`src/rtl/prescaled_updown_counter.sv`:
```
// rtl/prescaled_updown_counter.sv - prescaled up/down counter with load, enable, tick and terminal-count pulses
// Optional macro COUNTER_SAT_EN selects saturating bounds instead of modulo wrap.
module prescaled_updown_counter #(
    parameter int WIDTH = 3,
    parameter int DIV   = 8000000
) (
    input  logic             clk,
    input  logic             reset,
    input  logic             en,
    input  logic             dir,
    input  logic             load,
    input  logic [WIDTH-1:0] load_val,
    output logic [WIDTH-1:0] count,
    output logic             tick,
    output logic             tc
);

    localparam int             PW         = (DIV > 1) ? $clog2(DIV) : 1;
    localparam logic [PW-1:0]  PRESC_LAST = PW'(DIV - 1);
    localparam logic [PW-1:0]  PRESC_ONE  = PW'(1);
    localparam logic [WIDTH-1:0] CNT_MAX  = '1;
    localparam logic [WIDTH-1:0] CNT_ONE  = WIDTH'(1);

    logic [PW-1:0]    presc;
    logic             presc_last;
    logic [WIDTH-1:0] step_val;
    logic             step_tc;

    assign presc_last = (presc == PRESC_LAST);

    // Next count and terminal flag for a tick; only used when a tick fires.
    always_comb begin
        step_val = count;
        step_tc  = 1'b0;
`ifdef COUNTER_SAT_EN
        if (!dir) begin
            if (count == CNT_MAX) begin
                step_tc = 1'b1;
            end else begin
                step_val = count + CNT_ONE;
            end
        end else begin
            if (count == '0) begin
                step_tc = 1'b1;
            end else begin
                step_val = count - CNT_ONE;
            end
        end
`else
        if (!dir) begin
            step_val = count + CNT_ONE;
            step_tc  = (count == CNT_MAX);
        end else begin
            step_val = count - CNT_ONE;
            step_tc  = (count == '0);
        end
`endif
    end

    always_ff @(posedge clk or negedge reset) begin
        if (!reset) begin
            presc <= '0;
            count <= '0;
            tick  <= 1'b0;
            tc    <= 1'b0;
        end else if (load) begin
            presc <= '0;
            count <= load_val;
            tick  <= 1'b0;
            tc    <= 1'b0;
        end else if (en && presc_last) begin
            presc <= '0;
            count <= step_val;
            tick  <= 1'b1;
            tc    <= step_tc;
        end else begin
            if (en) begin
                presc <= presc + PRESC_ONE;
            end
            tick <= 1'b0;
            tc   <= 1'b0;
        end
    end

endmodule

```
`config.mk`:
```
export PLATFORM = sky130hd
export DESIGN_NAME = prescaled_updown_counter
export DESIGN_NICKNAME = d
export VERILOG_FILES = /design/src/rtl/prescaled_updown_counter.sv
export SDC_FILE = /design/constraint.sdc
export NUM_CORES = 1
export LEC_CHECK = 0
export ABC_AREA = 0
export BUFFER_PORTS_ARGS = -buffer_cell sky130_fd_sc_hd__buf_2
export CAP_MARGIN = 10
export CORE_ASPECT_RATIO = 0.8
export CORE_MARGIN = 5
export CORE_UTILIZATION = 62
export CTS_BUF_LIST = sky130_fd_sc_hd__clkbuf_16
export CTS_CLUSTER_SIZE = 8
export DETAILED_ROUTE_END_ITERATION = 7
export GPL_ROUTABILITY_DRIVEN = 0
export PLACE_DENSITY = 0.94
export SYNTH_ARGS = -nofsm -noshare
export SYNTH_HDL_FRONTEND = slang
export SYNTH_SLANG_ARGS = --single-unit
```
`constraint.sdc`:
```
create_clock -name clk -period 6.95 [get_ports clk]
set_input_delay 0.3475 -clock clk [delete_from_list [all_inputs] [get_ports clk]]
set_output_delay 0.3475 -clock clk [all_outputs]
set_load 0.02 [all_outputs]
```
==> results of run 1 <==
==> cell type report <==
type	count	area (um2)	share of cell area (%)
clock buffer	3	75.1	4.62
clock inverter	1	3.75	0.231
inverter	7	26.3	1.62
multi-input combinational	117	721	44.3
sequential	28	701	43.1
tap	25	31.3	1.92
timing repair buffer	13	67.6	4.16
==> worst max-delay path by stage <==
stage,slack [ns],end,startpoint,cells after the start
after floorplan,4.74,count[2],presc[16],5
after global placement,4.69,count[2],presc[16],4
after detailed placement,4.61,count[2],presc[16],4
after CTS,4.61,count[2],presc[16],4
after global routing,4.50,count[2],presc[16],4
final,4.61,count[2],presc[16],4
==> cell usage in the layout (no fill, tap or decap) <==
cell / Yosys / layout
clkinv_1: 0 / 1
nand4_1: 5 / 5
nor3_1: 3 / 3
o2111a_1: 1 / 1
nor2_1: 16 / 16
inv_1: 7 / 7
or3_1: 7 / 7
nor2b_1: 1 / 1
nand2b_1: 2 / 2
a31oi_1: 2 / 2
nand2_1: 10 / 10
o21ai_1: 2 / 2
clkbuf_16: 0 / 3
a221o_1: 1 / 1
and3_1: 2 / 2
dfrtp_1: 28 / 28
o21ai_0: 6 / 6
xor2_1: 5 / 5
nor4_1: 6 / 6
buf_4: 0 / 1
o311ai_1: 1 / 1
or4_1: 7 / 7
or4b_1: 1 / 1
or2_2: 1 / 1
and4b_1: 1 / 1
or2_1: 1 / 1
o211ai_1: 2 / 2
nand3_1: 8 / 8
and4_1: 1 / 1
o2111ai_1: 1 / 1
xnor2_1: 8 / 8
o31ai_1: 3 / 3
fa_1: 1 / 1
a21oi_1: 11 / 11
buf_2: 3 / 12
ha_1: 1 / 1
==> per-layer routing <==
layer,global-route usage (%),vias to the layer above
met5,0,-
li1,-,598
met3,4.80,10
met2,40.8,37
met1,25.7,601
met4,9.47,0
==> sequential cells by signal, indices dropped and copies added, names as in the netlist <==
register	count
presc	23
tick	1
count	3
tc	1
==> kinds of logic after synthesis <==
group,share of synthesized area [%]
AOI/OAI and AO/OA,12.5
xor gates and xnor gates,7.73
adders and majority gates,2.21
buffers and inverters,3.57
DFF,47.5
and+or+nand+nor,26.5
==> Yosys cell counts (all sizes together) (2+ instances only) <==
master	n	share of area, %
and3	2	0.85
o21ai	8	2.7
inv	7	1.8
o211ai	2	1.0
o31ai	3	1.5
dfrtp	28	48
a31oi	2	0.85
a21oi	11	3.7
clkbuf	3	0.76
nor4	6	2.5
buf	3	1.0
nor3	3	1.0
nand3	8	2.7
or3	7	3.0
xnor2	8	4.8
nand2	10	2.5
nor2	16	4.1
xor2	5	3.0
or4	7	3.6
or2	2	0.85
nand2b	2	0.85
nand4	5	2.1
==> power by group <==
group	leakage, uW	internal, uW	switching (uW)
clock network	0.0000385	77.0	51.3
registers	0.000383	166	3.60
logic	0.000227	7.79	14.5
==> metrics by stage <==
stage          std cells  worst slack [ns]  hold slack, ns  util [%]  power (uW)
2_1_floorplan        158              4.74          0.0519         -         185
3_3_place_gp         190              4.69           0.384      69.8         194
3_5_place_dp         190              4.61           0.393      69.8         195
4_1_cts              194              4.61           0.110      73.4         324
5_1_grt              194              4.50           0.144      73.4         335
6_report             194              4.61          0.0882      73.4         320
==> impl_results.md, run 1 <==
* Tot GR Track Use at ~22%
* Congestion Overflow GR at 0
* Cell row count at 15
* Post-Route M1 WL at between 1000 and 1500 um
* Top_reg_cell synth: dfrtp_1
* Number of distinct library cells after synthesis at 34
* Drt pass-1 iters at 4
* Initial antenna violation count at 0
* Number of synthesized flops with an enable pin at 0
* Share of layout cells above drive strength 1 at 10.1%
* Worst-path cell chain: or4_1 > or4_1 > or4_1 > a31oi_1
* Met2 wire length at 1720 um
* Hpwl dp at between 2000 and 2500 um
* Worst Max-Slew Pin Slew at 0.611 ns
* Via density at around 6.4
* Post-Syn Area at approximately 1500 um2
* PortBufs at 12
* Placed cell areas at around 1500 um2
* Crit Path Class: reg -> reg
* Post-layout minimum cycle time at 2.34 ns
* Die height at approximately 54 um
* Core box area at ~2200 um2
* Final net count at 180
* Maxcap violations at 0
* Max-slew headroom at between 50% and 60%
* Chip Width at 64.5 um
* Period utilization at 33.7%
* Worst-Skew Late Latency at between 0.2 and 0.3 ns
* CTS tree: done
* Worst Path Max Fanout at 7
* Top sig layer: met4
* Pwr/cell area at 197 nW/um2
* DR iter-0 viols at about 190
* Layout area overhead at 10.3%
* Antenna viol nets, final at 0
* Worst Path Arrival at 2.53 ns
* Fillers at 160
* WP data required at roughly 7.1 ns
* Antenna cells at 0
* CTS max path bufs at 2
* Largest net degree at the start of global routing at 29
* Vias in the first global route at about 1.3k
* Skew final at about 0.0048 ns
* RSZ-0062 raised after global routing: no
* Die Area at between 3000 and 4000 um2
* Slowest cell delay on critical path at between 0.6 and 0.7 ns
* Fin Setup TNS at 0 ns
* Crit path max-delay family: simple AND/OR/NAND/NOR gates
* Hold Violations, Final at 0
* Initial Util at about two thirds
* Post-CTS setup buffer count at 0
* Worst Path Buf+Inv at 0
* Reg-to-reg critical path startpoint: presc[16]
* Async set-or-reset flop fraction in the synthesized netlist at 100%
* Hold WC Path Type: in -> async
* Worst IR drop on VDD at approximately 0.18 mV
* Syn Nets at approximately 170
* CP Capture Type: flop
* CP most frequent cell: or4_1
* Cells on worst reg2reg path at 4
* Crit Reg-Reg Endpoint: count[2]
* Pleak at ~0.00065 uW
* Synthesis Warnings at 0
* # clock sinks at 28
* Crit path launch type: flop
* FF-to-FF setup slack at 4.61 ns
* Final Cell Area at 1630 um2
* Clk pin slew, worst setup/hold paths at about 0.060 ns
* Final slew viol count at 0
* Outcome: completed
* Met3 WL at between 100 and 150 um
* # resized after CTS at 0
* Mean Syn Cell Area at slightly above 9 um2
* Final wirelength at 3340 um
* #FFs+latches synth at 28
* Cts hold-fix bufs at 0
* Final setup viols at 0
* Slowest cell on crit path: or4_1
* DR vias at between 1k and 1.5k
* CTS root buffer: clkbuf_16
* Number of H-tree levels at 1
* Top-Level Pins at 13
* WL per Instance at 17.2 um
* Post-Synthesis Cells at approximately 160
* First-pass GRT wire length at 5840 um
* Peak Freq at around 430 MHz
* Part of the Yosys area used for sequential elements at 47.5%
* Remaining routing DRC violations at 0
* Cts bufs inserted at 3
Note: power is estimated with default switching activity, not from simulation.
==> run 2: changes to the inputs <==
CORE_UTILIZATION = 52   (was 62)
PLACE_DENSITY = 0.85   (was 0.94)
clock period = 1.95 ns   (was 6.95 ns; I/O delays follow)
==> impl_results.md, run 2 (synthesis results as in run 1) <==
* PortBufs at 12 (unchanged)
* # clock sinks at 28 (unchanged)
* Outcome: finished with violations (was completed)
* Cell row count at 17 (was 15)
* Storage cell area at 701 um2 (unchanged)
* Slowest cell delay on critical path at 0.55 ns (was 0.61 ns)
* Most frequent cells in the layout: dfrtp_1, buf_2, buf_4, nand2_1, a21oi_2 (was dfrtp_1, nor2_1, buf_2, a21oi_1, nand2_1)
* First-pass GRT wire length at 5990 um (was 5840 um)
* Worst-path cell chain: or4b_1 > or4_4 > or4_1 > a31oi_2 (was or4_1 > or4_1 > or4_1 > a31oi_1)
* Top-Level Pins at 13 (unchanged)
* Skew final at 0.00242 ns (was 0.00476 ns)
* CTS root buffer: clkbuf_16 (unchanged)
* Crit Path Class: reg -> reg (unchanged)
* Pwr/cell area at 607 nW/um2 (was 197 nW/um2)
* Congestion Overflow GR at 0 (unchanged)
* Drt pass-1 iters at 4 (unchanged)
* Commonest non-fill, non-tap cell in the layout: dfrtp_1 (unchanged)
* Largest reg by FF count: presc (unchanged)
* Max-slew headroom at 59.9% (was 59.3%)
* Crit path launch type: flop (unchanged)
* Post-layout minimum cycle time at 2.17 ns (was 2.34 ns)
* Failing checks: setup timing
* Die Area at 4010 um2 (was 3460 um2)
* Peak Freq at 461 MHz (was 427 MHz)
* Worst IR drop on VDD at 0.619 mV (was 0.182 mV)
* Remaining routing DRC violations at 0 (unchanged)
* Final slew viol count at 0 (unchanged)
* Cts bufs inserted at 3 (unchanged)
* Die height at 57.6 um (was 53.6 um)
* Hpwl dp at 2610 um (was 2350 um)
* Worst Path Max Fanout at 6 (was 7)
* Layout area overhead at 31.4% (was 10.3%)
* CTS max path bufs at 2 (unchanged)
* Clk pin slew, worst setup/hold paths at 0.07 ns (was 0.06 ns)
* Final net count at 198 (was 180)
* Final setup viols at 27 (was 0)
* Initial Util at 53.7% (was 66.6%)
* DR iter-0 viols at 102 (was 187)
* CP Capture Type: flop (unchanged)
* Multi-input logic area at 852 um2 (was 721 um2)
* Largest register FFs at 23 (unchanged)
* RSZ-0062 raised after global routing: yes (was no)
* Slowest cell on crit path: or4_4 (was or4_1)
* Worst-Skew Late Latency at 0.26 ns (about the same)
* Final worst slack at -0.218 ns (was 4.61 ns)
* WL per Instance at 17.9 um (was 17.2 um)
* Total design power at 1180 uW (was 320 uW)
* Hold Violations, Final at 0 (unchanged)
* Worst Path Arrival at 2.34 ns (was 2.53 ns)
* Core box area at 2740 um2 (was 2210 um2)
* Period utilization at 111% (was 33.7%)
* Chip Width at 69.5 um (was 64.5 um)
* Initial antenna violation count at 0 (unchanged)
* Share of layout cells above drive strength 1 at 33.7% (was 10.1%)
* Fin Setup TNS at -2.84 ns (was 0 ns)
* Worst Max-Slew Pin Slew at 0.601 ns (was 0.611 ns)
* Hold WC Path Type: in -> reg (was in -> async)
* Worst Path Buf+Inv at 0 (unchanged)
* Antenna viol nets, final at 0 (unchanged)
* Top flop regs: presc x23, count x3 (unchanged)
* DR vias at 1411 (was 1246)
* CTS tree: done (unchanged)
* Final wirelength at 4020 um (was 3340 um)
* Vias in the first global route at 1318 (was 1322)
* Largest net degree at the start of global routing at 29 (unchanged)
* WP data required at 2.12 ns (was 7.14 ns)
* Fillers at 169 (was 160)
* Maxcap violations at 0 (unchanged)
* Pleak at 0.000749 uW (was 0.000649 uW)
* Crit path max-delay family: simple AND/OR/NAND/NOR gates (unchanged)
* Tot GR Track Use at 18.6% (was 22.2%)
* Number of H-tree levels at 1 (unchanged)
* Antenna cells at 0 (unchanged)
* Via density at 6.27 (was 6.42)
[run 2: cell type report]
class	count	area share (%)
tap	38	2.45
clock buffer	3	3.88
clock inverter	1	0.194
timing repair buffer	31	12.0
sequential	28	36.2
multi-input combinational	117	44.0
inverter	7	1.36
[run 2: stage by stage]
| step | hold slack [ns] | area [um2] | instances | setup WS [ns] | util [%] |
|---|---|---|---|---|---|
| after floorplan | -0.198 | 1490 | 158 | -0.205 | - |
| after global placement | 0.132 | 1660 | 216 | -0.168 | 60.6 |
| after detailed placement | 0.134 | 1660 | 216 | -0.217 | 60.6 |
| after CTS | 0.0641 | 1760 | 221 | -0.188 | 64.2 |
| after global routing | 0.0787 | 1940 | 225 | -0.252 | 70.6 |
| final | 0.0605 | 1940 | 225 | -0.218 | 70.6 |
[run 2: routing by layer]
layer | vias to the layer above | track usage, % | wire length, um
li1 | 637 | - | -
met1 | 674 | 21.7 | 1590
met2 | 80 | 34.2 | 2050
met3 | 20 | 4.33 | 263
met4 | 0 | 5.57 | 116
met5 | - | 0 | 0
[run 2: worst min-delay path, cell delays in order]
cell,delay (ns)
buf_2,0.08
nand2_1,0.04
o311ai_1,0.07
[run 2: power by group]
part | internal, uW | total [uW] | switching [uW]
clock network | 275 | 462 | 187
logic | 41.4 | 110 | 68.3
registers | 590 | 605 | 14.7
total | 906 | 1180 | 270
[run 2: final timing paths]
check / start / endpoint / slack (ns) / cells past startpoint
worst max-delay path: presc[10] / count[2] / -0.22 / 4
worst min-delay path: load_val[1] / count[1] / 0.06 / 3
worst max register to register: presc[10] / count[2] / -0.22 / 4
worst min register to register: presc[21] / presc[21] / 0.57 / 2
max in group asynchronous: reset / presc[21] / 1.19 / 2
min in group asynchronous: reset / presc[15] / 0.37 / 2
[run 2: timing repair]
item / in CTS / in global routing
pin swaps: 2 / 11
buffers inserted: 0 / 2
endpoints found under the hold margin: 28 / 0
cloned: 0 / 2
resized for setup: 2 / 43
hold buffers: 1 / 0
endpoints found under the setup margin: 27 / 27
==> run 3: changes to the inputs <==
CORE_UTILIZATION = 50   (was 52)
PLACE_DENSITY = 0.82   (was 0.85)
SETUP_SLACK_MARGIN = 0.5   (was not set)
==> impl_results.md, run 3 (synthesis results as in run 1) <==
* Worst Path Max Fanout at 5 (was 6)
* Commonest non-fill, non-tap cell in the layout: dfrtp_1 (unchanged)
* Hold Violations, Final at 0 (unchanged)
* Peak Freq at 472 MHz (was 461 MHz)
* First-pass GRT wire length at 6010 um (was 5990 um)
* Largest reg by FF count: presc (unchanged)
* Final worst slack at -0.168 ns (was -0.218 ns)
* Final setup viols at 28 (was 27)
* Initial antenna violation count at 0 (unchanged)
* Pwr/cell area at 638 nW/um2 (was 607 nW/um2)
* Cell row count at 17 (unchanged)
* Via density at 6.05 (was 6.27)
* Final net count at 196 (was 198)
* Largest register FFs at 23 (unchanged)
* Final wirelength at 3580 um (was 4020 um)
* DR vias at 1342 (was 1411)
* Worst IR drop on VDD at 0.618 mV (was 0.619 mV)
* Worst-Skew Late Latency at 0.26 ns (about the same)
* WP data required at 2.10 ns (was 2.12 ns)
* Antenna cells at 0 (unchanged)
* Most frequent cells in the layout: dfrtp_1, nor2_1, buf_4, buf_2, a21oi_1 (was dfrtp_1, buf_2, buf_4, nand2_1, a21oi_2)
* Skew final at 0.00685 ns (was 0.00242 ns)
* Cells on worst reg2reg path at 4 (unchanged)
* WL per Instance at 16.1 um (was 17.9 um)
* Failing checks: setup timing (unchanged)
* Final slew viol count at 0 (unchanged)
* Min-Delay Path Depth at 2 (was 3)
* CTS max path bufs at 2 (unchanged)
* PortBufs at 12 (unchanged)
* Maxcap violations at 0 (unchanged)
* Drt pass-1 iters at 4 (unchanged)
* Cts bufs inserted at 3 (unchanged)
* Hpwl dp at 2520 um (was 2610 um)
* Clk pin slew, worst setup/hold paths at 0.07 ns (about the same)
* Crit Path Class: reg -> reg (unchanged)
* CTS root buffer: clkbuf_16 (unchanged)
* Worst Path Arrival at 2.26 ns (was 2.34 ns)
* CP Capture Type: flop (unchanged)
* Top-Level Pins at 13 (unchanged)
* Antenna viol nets, final at 0 (unchanged)
* Worst Max-Slew Pin Slew at 0.608 ns (was 0.601 ns)
* Largest net degree at the start of global routing at 29 (unchanged)
* Post-layout minimum cycle time at 2.12 ns (was 2.17 ns)
* Crit path launch type: flop (unchanged)
* Number of H-tree levels at 1 (unchanged)
* Top flop regs: presc x23, count x3 (unchanged)
* Congestion Overflow GR at 0 (unchanged)
* CTS tree: done (unchanged)
* Die Area at 4140 um2 (was 4010 um2)
* Layout area overhead at 22.3% (was 31.4%)
* Die height at 58.6 um (was 57.6 um)
* Core box area at 2790 um2 (was 2740 um2)
* Tot GR Track Use at 18.4% (was 18.6%)
* Initial Util at 52.9% (was 53.7%)
* Max-slew headroom at 59.5% (was 59.9%)
* Total design power at 1150 uW (was 1180 uW)
* RSZ-0062 raised after global routing: yes (unchanged)
* Hold WC Path Type: in -> reg (unchanged)
* Pleak at 0.000739 uW (was 0.000749 uW)
* Vias in the first global route at 1352 (was 1318)
* DR iter-0 viols at 87 (was 102)
* Period utilization at 109% (was 111%)
* # clock sinks at 28 (unchanged)
* Remaining routing DRC violations at 0 (unchanged)
* Dpl ws at -0.209 ns (was -0.217 ns)
* Share of layout cells above drive strength 1 at 20.7% (was 33.7%)
* Chip Width at 70.7 um (was 69.5 um)
* Outcome: finished with violations (unchanged)
## run 3: cell count changes in the layout (fill, tap and decap cells not counted), sizes merged
cell	previous run	this run
buf	30	28
clkinv	1	0
## run 3: stage by stage
| step | hold WS (ns) | TNS [ns] | area [um2] | instances | utilization (%) |
|---|---|---|---|---|---|
| after CTS | 0.0760 | -3.15 | 1790 | 222 | 64.3 |
| after global placement | 0.132 | -2.37 | 1660 | 214 | 59.6 |
| after global routing | 0.0930 | -4.66 | 1800 | 222 | 64.7 |
| after floorplan | -0.198 | -3.34 | 1490 | 158 | - |
| after detailed placement | 0.142 | -4.05 | 1660 | 214 | 59.6 |
| final | 0.0873 | -3.24 | 1800 | 222 | 64.7 |
## run 3: final cells by class
| type | instances | area, um2 |
|---|---|---|
| fill | 218 | 983 |
| multi-input combinational | 117 | 751 |
| sequential | 28 | 701 |
| timing repair buffer | 29 | 203 |
| clock buffer | 3 | 75.1 |
| tap | 38 | 47.5 |
| inverter | 7 | 26.3 |
## run 3: worst max-delay path: stages (launching register included)
cell     delay [ns]
dfrtp_1        0.37
or4b_1         0.54
or4_4          0.54
or2_4          0.27
a221o_1        0.29
## run 3: path summary, 6_finish.rpt
path | startpoint | end | slack (ns)
setup / recovery | presc[10] | count[0] | -0.17
min in group asynchronous | reset | presc[16] | 0.38
max in group asynchronous | reset | presc[10] | 1.17
hold reg to reg | presc[21] | presc[21] | 0.56
hold / removal | load_val[0] | count[0] | 0.09
setup reg to reg | presc[10] | count[0] | -0.17
## run 3: layer usage
layer	part of all wire [%]	vias up	GRT usage, %
li1	-	627	-
met1	43	654	22.0
met2	50	52	33.4
met3	5.3	9	4.61
met4	1.8	0	4.56
met5	0	-	0
## run 3: where the power goes
group	total, uW	switching, uW	internal [uW]
Combinational	91.4	57.9	33.5
Sequential	603	13.1	590
Clock	456	184	272
## run 3: timing repair
action,4_1_cts,5_1_grt
pin swaps,4,1
hold endpoints to repair,28,0
setup buffers,4,0
setup endpoints to repair,28,28
hold buffers,1,0
gates resized for setup,3,3
